### config.mk
export PLATFORM = sky130hd
export DESIGN_NAME = fetch_pc_gen
export DESIGN_NICKNAME = d
export VERILOG_FILES = /design/src/rtl/fetch_pc_gen.sv
export SDC_FILE = /design/constraint.sdc
export NUM_CORES = 1
export LEC_CHECK = 0
export ABC_AREA = 1
export BUFFER_PORTS_ARGS = -buffer_cell sky130_fd_sc_hd__buf_2
export CORE_MARGIN = 2
export CORE_UTILIZATION = 23
export DETAILED_ROUTE_END_ITERATION = 10
export SETUP_SLACK_MARGIN = 0.3
export SYNTH_ARGS = -nofsm -noshare
export SYNTH_HDL_FRONTEND = slang
export SYNTH_SLANG_ARGS = --single-unit
### constraint.sdc
create_clock -name clk_i -period 2 [get_ports clk_i]
set_clock_uncertainty 0.15 [all_clocks]
set_input_delay 0.6 -clock clk_i [delete_from_list [all_inputs] [get_ports clk_i]]
set_output_delay 0.6 -clock clk_i [all_outputs]
set_load 0.01 [all_outputs]
### src/rtl/fetch_pc_gen.sv
// fetch_pc_gen: instruction-fetch front end feeding the F pipeline register.
// Owns the fetch PC, issues one instruction-memory read at a time and presents
// {pc_o, inst_o, valid_o} to F, holding under stall and squashing on redirect.
// Optional feature macro: FETCH_EBREAK_HALT_EN (stop fetching after EBREAK).
//
// Memory handshake: imem_req_o/imem_addr_o describe the read currently wanted.
// The memory may raise imem_ack_i (with imem_data_i) for the presented address
// at the end of any cycle in which imem_req_o=1, earliest in the first such
// cycle. If an edge sees imem_req_o=1 without an ack, the memory has committed
// to that read and will ack it later even if imem_req_o drops (redirect). Only
// one read is ever outstanding; an ack is accepted only while a read is
// requested or committed.
module fetch_pc_gen #(
    parameter logic [31:0] RESET_PC = 32'h0000_0000,
    parameter logic [31:0] PC_STEP  = 32'd4,
    parameter logic [31:0] NOP_INST = 32'h0000_0013
) (
    input  logic        clk_i,
    input  logic        rst_n_i,
    input  logic        stall_i,
    input  logic        redirect_i,
    input  logic [31:0] redirect_pc_i,
    output logic        imem_req_o,
    output logic [31:0] imem_addr_o,
    input  logic        imem_ack_i,
    input  logic [31:0] imem_data_i,
    output logic [31:0] pc_o,
    output logic [31:0] inst_o,
    output logic        valid_o,
    output logic        halted_o
);

    typedef enum logic [1:0] {
        ST_REQ  = 2'd0,
        ST_HOLD = 2'd1,
        ST_HALT = 2'd2
    } state_e;

    state_e      state_q, state_d;
    logic [31:0] fetch_pc_q, fetch_pc_d;
    logic [31:0] pc_q, pc_d;
    logic [31:0] inst_q, inst_d;
    logic        valid_q, valid_d;
    logic        drop_q, drop_d;
    logic        pend_q, pend_d;
    logic        halted_q, halted_d;

    logic        ack_v;
    logic        take;
    logic        consume;
    logic        is_ebreak;
    logic [31:0] redirect_tgt;

    assign redirect_tgt = redirect_pc_i & 32'hFFFF_FFFC;
    assign ack_v        = imem_ack_i && (pend_q || imem_req_o);
    assign take         = ack_v && !drop_q && !redirect_i && (state_q == ST_REQ);
    assign consume      = valid_q && !stall_i;

`ifdef FETCH_EBREAK_HALT_EN
    localparam logic [31:0] EBREAK_INST = 32'h0010_0073;
    assign is_ebreak = (imem_data_i == EBREAK_INST);
`else
    assign is_ebreak = 1'b0;
`endif

    // FSM state register
    always_ff @(posedge clk_i or negedge rst_n_i) begin
        if (!rst_n_i) state_q <= ST_REQ;
        else          state_q <= state_d;
    end

    // FSM next state: redirect always restarts fetching
    always_comb begin
        state_d = state_q;
        if (redirect_i) begin
            state_d = ST_REQ;
        end else begin
            case (state_q)
                ST_REQ: begin
                    if (take) begin
                        if (is_ebreak)    state_d = ST_HALT;
                        else if (stall_i) state_d = ST_HOLD;
                        else              state_d = ST_REQ;
                    end
                end
                ST_HOLD: if (!stall_i) state_d = ST_REQ;
                ST_HALT: state_d = ST_HALT;
                default: state_d = ST_REQ;
            endcase
        end
    end

    // FSM outputs: request only when the output slot can accept a new beat
    always_comb begin
        imem_req_o  = rst_n_i && (state_q == ST_REQ) && !(valid_q && stall_i) && !redirect_i;
        imem_addr_o = fetch_pc_q;
        pc_o        = pc_q;
        inst_o      = inst_q;
        valid_o     = valid_q;
        halted_o    = halted_q;
    end

    // Datapath next values: consume, refill, drop stale acks, redirect
    always_comb begin
        fetch_pc_d = fetch_pc_q;
        pc_d       = pc_q;
        inst_d     = inst_q;
        valid_d    = valid_q;
        drop_d     = drop_q;
        halted_d   = halted_q;
        pend_d     = ack_v ? 1'b0 : (pend_q || imem_req_o);
        if (redirect_i) begin
            fetch_pc_d = redirect_tgt;
            valid_d    = 1'b0;
            inst_d     = NOP_INST;
            halted_d   = 1'b0;
            // a committed read not answered on this edge still owes an ack
            drop_d     = pend_q && !ack_v;
        end else begin
            if (consume) valid_d = 1'b0;
            if (ack_v && drop_q) begin
                drop_d = 1'b0;
            end else if (take) begin
                pc_d       = fetch_pc_q;
                inst_d     = imem_data_i;
                valid_d    = 1'b1;
                fetch_pc_d = fetch_pc_q + PC_STEP;
                if (is_ebreak) halted_d = 1'b1;
            end
        end
    end

    // Datapath registers
    always_ff @(posedge clk_i or negedge rst_n_i) begin
        if (!rst_n_i) begin
            fetch_pc_q <= RESET_PC;
            pc_q       <= 32'h0000_0000;
            inst_q     <= NOP_INST;
            valid_q    <= 1'b0;
            drop_q     <= 1'b0;
            pend_q     <= 1'b0;
            halted_q   <= 1'b0;
        end else begin
            fetch_pc_q <= fetch_pc_d;
            pc_q       <= pc_d;
            inst_q     <= inst_d;
            valid_q    <= valid_d;
            drop_q     <= drop_d;
            pend_q     <= pend_d;
            halted_q   <= halted_d;
        end
    end

endmodule

### Yosys cells after proc, flatten, opt, wreduce, memory -nomap -nowiden

Cells that the tools add are included.

* register bits: 101
* input bits: 69
* output and inout bits: 99
* logic and storage cells: 56

* add/sub/neg operators: 1
* equality and inequality tests: 5
* muxes and demuxes: 18
* bitwise logic cells: 2
* reduce and logical (&&, ||, !) cells: 23

Operators by type and width (number)
* 2-to-1 mux 32 bit: 6
* adder 32 x 3 -> 32 bit (second input constant): 1
* logical AND 1 bit: 11
* 2-to-1 mux 1 bit: 8
* 2-to-1 mux 2 bit: 3
* inequality test 3 bit (second input constant): 2
* case mux 2 bit (3 select lines): 1
* zero test 1 bit: 5
* AND reduction 2 bit: 2
* nonzero test 2 bit: 2
* AND reduction 3 bit: 1
* equality test 2 x 1 -> 1 bit (second input constant): 1
* equality test 2 bit (second input constant): 1
* zero test 2 bit: 1
* inequality test 2 bit (second input constant): 1
* inverter 1 bit: 2
* logical OR 1 bit: 1

### Longest topological paths before layout

Gate-level depths: netlist of the first run.

* depth in word-level cells: 12
* mapped depth: 11
* depth with buffers taken out: 10

### Worst setup path before layout of the first run

OpenSTA, ideal clock, no wires.

* path kind: input port to flip-flop
* start point: input redirect_i
* end point: register fetch_pc_q[28], in the netlist imem_addr_o[28]
* setup time: 0.116 ns
* data arrival time: 1.539 ns
* required time: 1.734 ns
* path slack: 0.195 ns
* stages: 11
* path buffers: 3
* cell sequence: buf_6 -> inv_2 -> nand2_2 -> o21bai_4 -> nand3_4 -> buf_6 -> buf_6 -> nand3_2 -> nand2_1 -> inv_1 -> nand2_1

* word-level cells in the longest chain between the ends: 9
* elaborated cells on any way between the ends: 12
* those cells by class: 1 x eq/ne; 1 x mux; 10 x reduce/logical

Ends and longest elaborated chain
* start, declared: RTL line 21 `input logic redirect_i,`
* zero test 1 bit: RTL line 56, 95
* logical AND 1 bit: RTL line 95 `imem_req_o = rst_n_i && (state_q == ST_REQ) && !(valid_q && stall_i) && !redirect_i;`
* logical OR 1 bit: RTL line 55 `assign ack_v = imem_ack_i && (pend_q || imem_req_o);`
* logical AND 1 bit: RTL line 55
* logical AND 1 bit (3 in series): RTL line 56 `assign take = ack_v && !drop_q && !redirect_i && (state_q == ST_REQ);`
* nonzero test 2 bit (no source line)
* AND reduction 2 bit (no source line)
* end signal, assigned: RTL line 144 `fetch_pc_q <= fetch_pc_d;`
* end, declared: RTL line 40 `logic [31:0] fetch_pc_q, fetch_pc_d;`

Several ways; a longest one is shown, not always the timed one.
A chain may end at the register's enable or synchronous reset.

### Worst setup path in the final report of the first run

* start point: register state_q[1]
* end point: output imem_req_o

* word-level cells in the longest chain between the ends: 4

Ends and longest elaborated chain
* start, declared: RTL line 39 `state_e state_q, state_d;`
* start signal, assigned: RTL line 69 `else state_q <= state_d;`
* zero test 2 bit: RTL line 95
* logical AND 1 bit (3 in series): RTL line 95
* end, declared: RTL line 23 `output logic imem_req_o,`

Every way passes these cells.

==> results of run 1 <==
==> cells in the final DEF, fill, tap and decap left out, drive strengths merged, types with 2 or more instances in the layout <==
cell type  instances
a21oi              2
buf              243
bufinv             2
clkbuf            13
clkinv             5
conb               5
dfrtp             94
dfstp              3
inv               51
nand2            311
nand3             55
nand3b             3
nand4              2
nor2              69
o21ai             38
xor2               4
==> cell type report <==
type / instances / area share
timing repair buffer: 246 / 0.252
sequential: 97 / 0.303
tap: 275 / 0.0425
timing repair inverter: 5 / 0.00880
multi-input combinational: 494 / 0.324
clock inverter: 6 / 0.0120
inverter: 47 / 0.0286
clock buffer: 10 / 0.0295
==> cell usage after synthesis (3+ instances only) <==
master    number  area, sq um
dfrtp_1       94         2350
dfstp_2        3         78.8
nand3b_1       3         22.5
nand3_2        8         80.1
o21ai_0       14         70.1
nand2_1      309         1160
buf_2         16         80.1
inv_1         44          165
buf_4          7         52.6
nand3_1       46          230
xor2_1         4         35.0
o21ai_1       24          120
inv_2          3         11.3
clkbuf_1       3         11.3
buf_6          3         33.8
nor2_1        67          251
==> per-stage QoR <==
stage / setup slack, ns / std cells
after floorplan: 0.214 / 667
final: 0.0765 / 1180
after global placement: -0.0117 / 1095
after CTS: 0.0592 / 1161
after detailed placement: -0.0289 / 1095
after global routing: 0.00574 / 1180
==> power by group through the flow <==
| stage | clock network, mW | registers, mW | logic [mW] |
|---|---|---|---|
| final | 1.98 | 2.51 | 1.88 |
| after global routing | 2.10 | 2.54 | 2.04 |
| after floorplan | 0 | 2.64 | 0.516 |
| after CTS | 2.03 | 2.46 | 1.59 |
| after detailed placement | 0 | 2.53 | 1.27 |
| after global placement | 0 | 2.52 | 1.26 |
==> kinds of logic after synthesis <==
kind of cell               synth area share
DFF                                   0.498
buffers and inverters                0.0725
adders and majority gates           0.00256
xor gates and xnor gates            0.00896
AOI/OAI and AO/OA                    0.0464
other                              0.000768
and+or+nand+nor                       0.371
==> registers in the layout, summed over array words and instances, names as in the netlist <==
signal and count:
inst_o 32, imem_addr_o 30, pc_o 30, state_q 2, drop_q 1, pend_q 1
valid_o 1
==> worst paths after layout <==
path                                                     to                   start  depth (start not counted)  slack, ns
worst max register to register  imem_addr_o[24]$_DFFE_PN0P_  state_q[1]$_DFFE_PN0P_                         12       0.11
worst max-delay path                             imem_req_o  state_q[1]$_DFFE_PN0P_                          4       0.08
max in group asynchronous        imem_addr_o[9]$_DFFE_PN0P_                 rst_n_i                          2       1.05
worst min register to register       inst_o[24]$_DFFE_PN0P_  inst_o[24]$_DFFE_PN0P_                          2       0.32
min in group clk_i                    inst_o[6]$_DFFE_PN0P_          imem_data_i[6]                          3       0.29
worst min-delay path                       pend_q$_DFF_PN0_                 rst_n_i                          2       0.13
==> layer usage <==
metal | global-route usage | routed length, um | up-vias
li1 | - | - | 2527
met1 | 0.207 | 8320 | 2436
met2 | 0.240 | 8790 | 155
met3 | 0.0299 | 1050 | 29
met4 | 0.0651 | 488 | 0
met5 | 0 | 0 | -
==> worst reg2reg max path, delay by kind of cell, from the launching register on <==
kind / cells / cell delay [ns]
flip-flops: 1 / 0.40
buffers and inverters: 5 / 0.60
AND/OR/NAND/NOR: 6 / 0.51
AO/OA/AOI/OAI: 1 / 0.14
==> what timing repair did <==
item                                    CTS  global route
cloned                                    9             8
setup buffers                            41            11
pin swaps                                 8            38
resized for setup                        73           180
endpoints found under the setup margin   92           115
==> impl_metrics.json, run 1 <==
{
  "status": "completed",
  "rsz0062_at_grt": "yes",
  "rows": 53,
  "finalWirelength_mm": 18.7,
  "ant_nets": 0,
  "numPortBuffers": 160,
  "critical-path-top-delay-family": "flip-flops",
  "nNetsFinal": 970,
  "grt_max_degree": 98,
  "comb_power_share": 0.295,
  "cts-root-buf": "clkbuf_16",
  "p_clk_frac": 0.312,
  "place_congestion": 0.858,
  "wl_per_cell_um": 15.8,
  "p_seq_frac": 0.394,
  "drt_drc_violations_left": 0,
  "htreeDepth": 3,
  "first_global_vias": 4677,
  "synthCells": 663,
  "syn_area_per_cell_sq_um": 7.37,
  "fin_util": 0.387,
  "slew_headroom": 0.612,
  "drt-pass1-iter-count": 5,
  "async_reset_ff_frac": 1.00,
  "cts_sinks": 97,
  "ys_ff_latch": 97,
  "worstPathCellList": "nor2_2 -> nand2_4 -> nor2_2 -> buf_2",
  "hold_class": "in -> async",
  "cts_buffer_depth": 2,
  "fin_crit_sh": 0.962,
  "die_h_um": 150,
  "cpMostUsedCell": "nor2_2",
  "crit_fanout": 2,
  "fp.dieW_um": 150,
  "synth_area_sq_um": 4890,
  "slowest_stage": "dfrtp_1",
  "drv_slew": 0,
  "insertion_delay_ns": 0.36,
  "multiInputGateArea_sq_um": 2620,
  "start_kind": "flip-flop",
  "dp_hpwl_mm": 11.6,
  "cts_tree": "yes",
  "timing.setup.tns_ns": 0,
  "grt_antenna_before_repair": 0,
  "p_leak_nw": 4.23,
  "core_sq_um": 21000,
  "io_pins": 168,
  "diodes": 0,
  "hold_viol_final": 0,
  "grtUsageTotal": 0.153,
  "intPower_mw": 4.28,
  "p_switching_mw": 2.09,
  "power_mw": 6.37,
  "required_ns": 1.25,
  "cpPeakStageDelay_ns": 0.40,
  "fin_area_sq_um": 8100,
  "overflow": 0,
  "cts_made_buffers": 9,
  "crit_path_end_kind": "output pin",
  "pwr_density_cell_nw_per_um2": 785,
  "synth_cell_types": 29,
  "dieArea_sq_um": 22400,
  "peakVddDrop_uv": 335,
  "setup_viol": 0,
  "worst_slew_pin_slew_ns": 0.582,
  "post-route-min-period_ns": 1.92,
  "start_util": 0.233,
  "cp.arrival_ns": 1.17,
  "drive_gt1_frac": 0.469,
  "hold_ws_ns": 0.131,
  "place_area_sq_um": 6070,
  "critPathBufInv": 1,
  "synth_edf_count": 0,
  "seq_area_frac_synth": 0.498,
  "first_iter_violations": 281,
  "area_delta_synth_final_pct": 65.9,
  "p_sw_frac": 0.328,
  "grt_pass1_wl_mm": 26.0,
  "clkTransAtPathRegs_ns": 0.07,
  "regArea_sq_um": 2460,
  "ys.flop_type": "dfrtp_1",
  "avgViaCountPerCell": 4.36,
  "synth_warnings": 0,
  "vias": 5147,
  "postCtsHoldBufs": 0,
  "fmax_mhz": 520,
  "drv_cap": 0,
  "crit_type": "reg -> out",
  "fill_cells": 2177
}
No activity file was read; power rests on OpenSTA's default activity.
==> run 2, diff against run 1 <==
- CORE_MARGIN: 2 -> default
- CTS_BUF_LIST: default -> sky130_fd_sc_hd__clkbuf_8
- GPL_TIMING_DRIVEN: default -> 0
==> impl_metrics.json, run 2 (synthesis results as in run 1) <==
{
  "status": "completed",
  "p_leak_nw": 4.38,
  "drv_slew": 0,
  "use_met2": 0.282,
  "drt-pass1-iter-count": 5,
  "crit_path_end_kind": "output pin",
  "cts_sinks": 97,
  "grt_antenna_before_repair": 0,
  "hold_class": "in -> async",
  "drt_drc_violations_left": 0,
  "required_ns": 1.25,
  "reg2regPathDepth": 12,
  "post-route-min-period_ns": 1.97,
  "post-place-cells": 1097,
  "hold_viol_final": 0,
  "rows": 52,
  "ant_nets": 0,
  "cpMostUsedCell": "nor2_2",
  "cp.arrival_ns": 1.22,
  "cpPeakStageDelay_ns": 0.40,
  "drv_cap": 0,
  "cts-root-buf": "clkbuf_8",
  "fin_crit_sh": 0.986,
  "peakVddDrop_uv": 272,
  "slew_headroom": 0.494,
  "grt_pass1_wl_mm": 28.6,
  "first_global_vias": 5018,
  "nNetsFinal": 1008,
  "start_kind": "flip-flop",
  "use_met3": 0.0343,
  "core_sq_um": 20600,
  "htreeDepth": 3,
  "fin_util": 0.410,
  "fmax_mhz": 507,
  "place_area_sq_um": 6110,
  "grt_max_degree": 61,
  "rsz0062_at_grt": "yes",
  "finalWirelength_mm": 20.0,
  "avgViaCountPerCell": 4.40,
  "fp.dieW_um": 148,
  "final_common_cell": "nand2_1",
  "layout_common_cells": "272 x nand2_1, 116 x buf_2, 72 x dfrtp_1",
  "grt_most_used_layer": "met2",
  "cts_tree": "yes",
  "crit_fanout": 2,
  "fin_ws_ns": 0.0279,
  "die_h_um": 148,
  "numPortBuffers": 159,
  "dieArea_sq_um": 21800,
  "clkTransAtPathRegs_ns": 0.09,
  "fin_area_sq_um": 8430,
  "dp_hpwl_mm": 12.7,
  "start_util": 0.238,
  "place_ws_ns": -0.545,
  "grtUsageTotal": 0.175,
  "diodes": 0,
  "first_iter_violations": 371,
  "overflow": 0,
  "largest_reg_flops": 32,
  "vias": 5336,
  "met1_usage": 0.228,
  "slowest_stage": "dfrtp_1",
  "area_delta_synth_final_pct": 72.5,
  "setup_viol": 0,
  "stdcell_count": 1213,
  "hold_ws_ns": 0.0386,
  "cts_made_buffers": 9,
  "drive_gt1_frac": 0.443,
  "io_pins": 168,
  "worstPathCellList": "nor2_2 -> nand2_4 -> nor2_2 -> buf_2",
  "cts_buffer_depth": 2,
  "insertion_delay_ns": 0.39,
  "pwr_density_cell_nw_per_um2": 723,
  "crit_type": "reg -> out",
  "worst_slew_pin_slew_ns": 0.756,
  "wl_per_cell_um": 16.5,
  "place_congestion": 0.907
}
[run 2: changes by cell type in the layout (fill, tap and decap cells not counted), sizes merged]
cell         delta
buf            +30
clkbuf          +7
inv             -5
clkinvlp        +3
dlygate4sd3     +3
bufbuf          +1
bufinv          -1
[run 2: repair_timing]
item,CTS,global route
hold buffers,3,0
gates cloned,13,8
setup buffers,49,27
setup endpoints to repair,142,174
pin swaps,6,21
endpoints found under the hold margin,34,0
resized for setup,127,144
[run 2: worst max-delay path: cells and delay by family, from the launching register on]
kind,cells,cell delay [ns]
simple gates,3,0.31
flops,1,0.40
buf+inv,1,0.13
[run 2: layout make-up]
type | instances | area [sq um]
timing repair inverter | 1 | 16.3
inverter | 47 | 221
multi-input combinational | 494 | 2500
fill | 2107 | 12100
clock buffer | 9 | 124
timing repair buffer | 259 | 2320
clock inverter | 7 | 71.3
buffer | 29 | 375
tap | 270 | 338
sequential | 97 | 2460
[run 2: power breakdown]
group | internal [mW] | switching (mW)
Combinational | 1.16 | 1.07
Clock | 0.576 | 0.784
Sequential | 2.26 | 0.249
[run 2: final timing paths]
check                                        from                         end  slack [ns]
setup / recovery           state_q[1]$_DFFE_PN0P_                  imem_req_o        0.03
setup reg to reg           state_q[1]$_DFFE_PN0P_  imem_addr_o[6]$_DFFE_PN0P_        0.09
hold reg to reg            inst_o[20]$_DFFE_PN0P_      inst_o[20]$_DFFE_PN0P_        0.33
max in group asynchronous                 rst_n_i  imem_addr_o[8]$_DFFE_PN0P_        0.49
min in group clk_i                imem_data_i[27]      inst_o[27]$_DFFE_PN0P_        0.25
hold / removal                            rst_n_i          drop_q$_DFFE_PN0P_        0.04
[run 2: metrics by stage]
step	power, mW	setup TNS [ns]
finish	6.10	0
floorplan	3.15	0
CTS	5.66	0
global route	6.42	-0.0613
detailed placement	3.81	-41.40
global placement	3.79	-288.81
[run 2: layer usage]
metal / vias up / wire length [um]
met2: 189 / 9720
met5: - / 0
met1: 2516 / 8490
li1: 2602 / -
met3: 29 / 1210
met4: 0 / 579
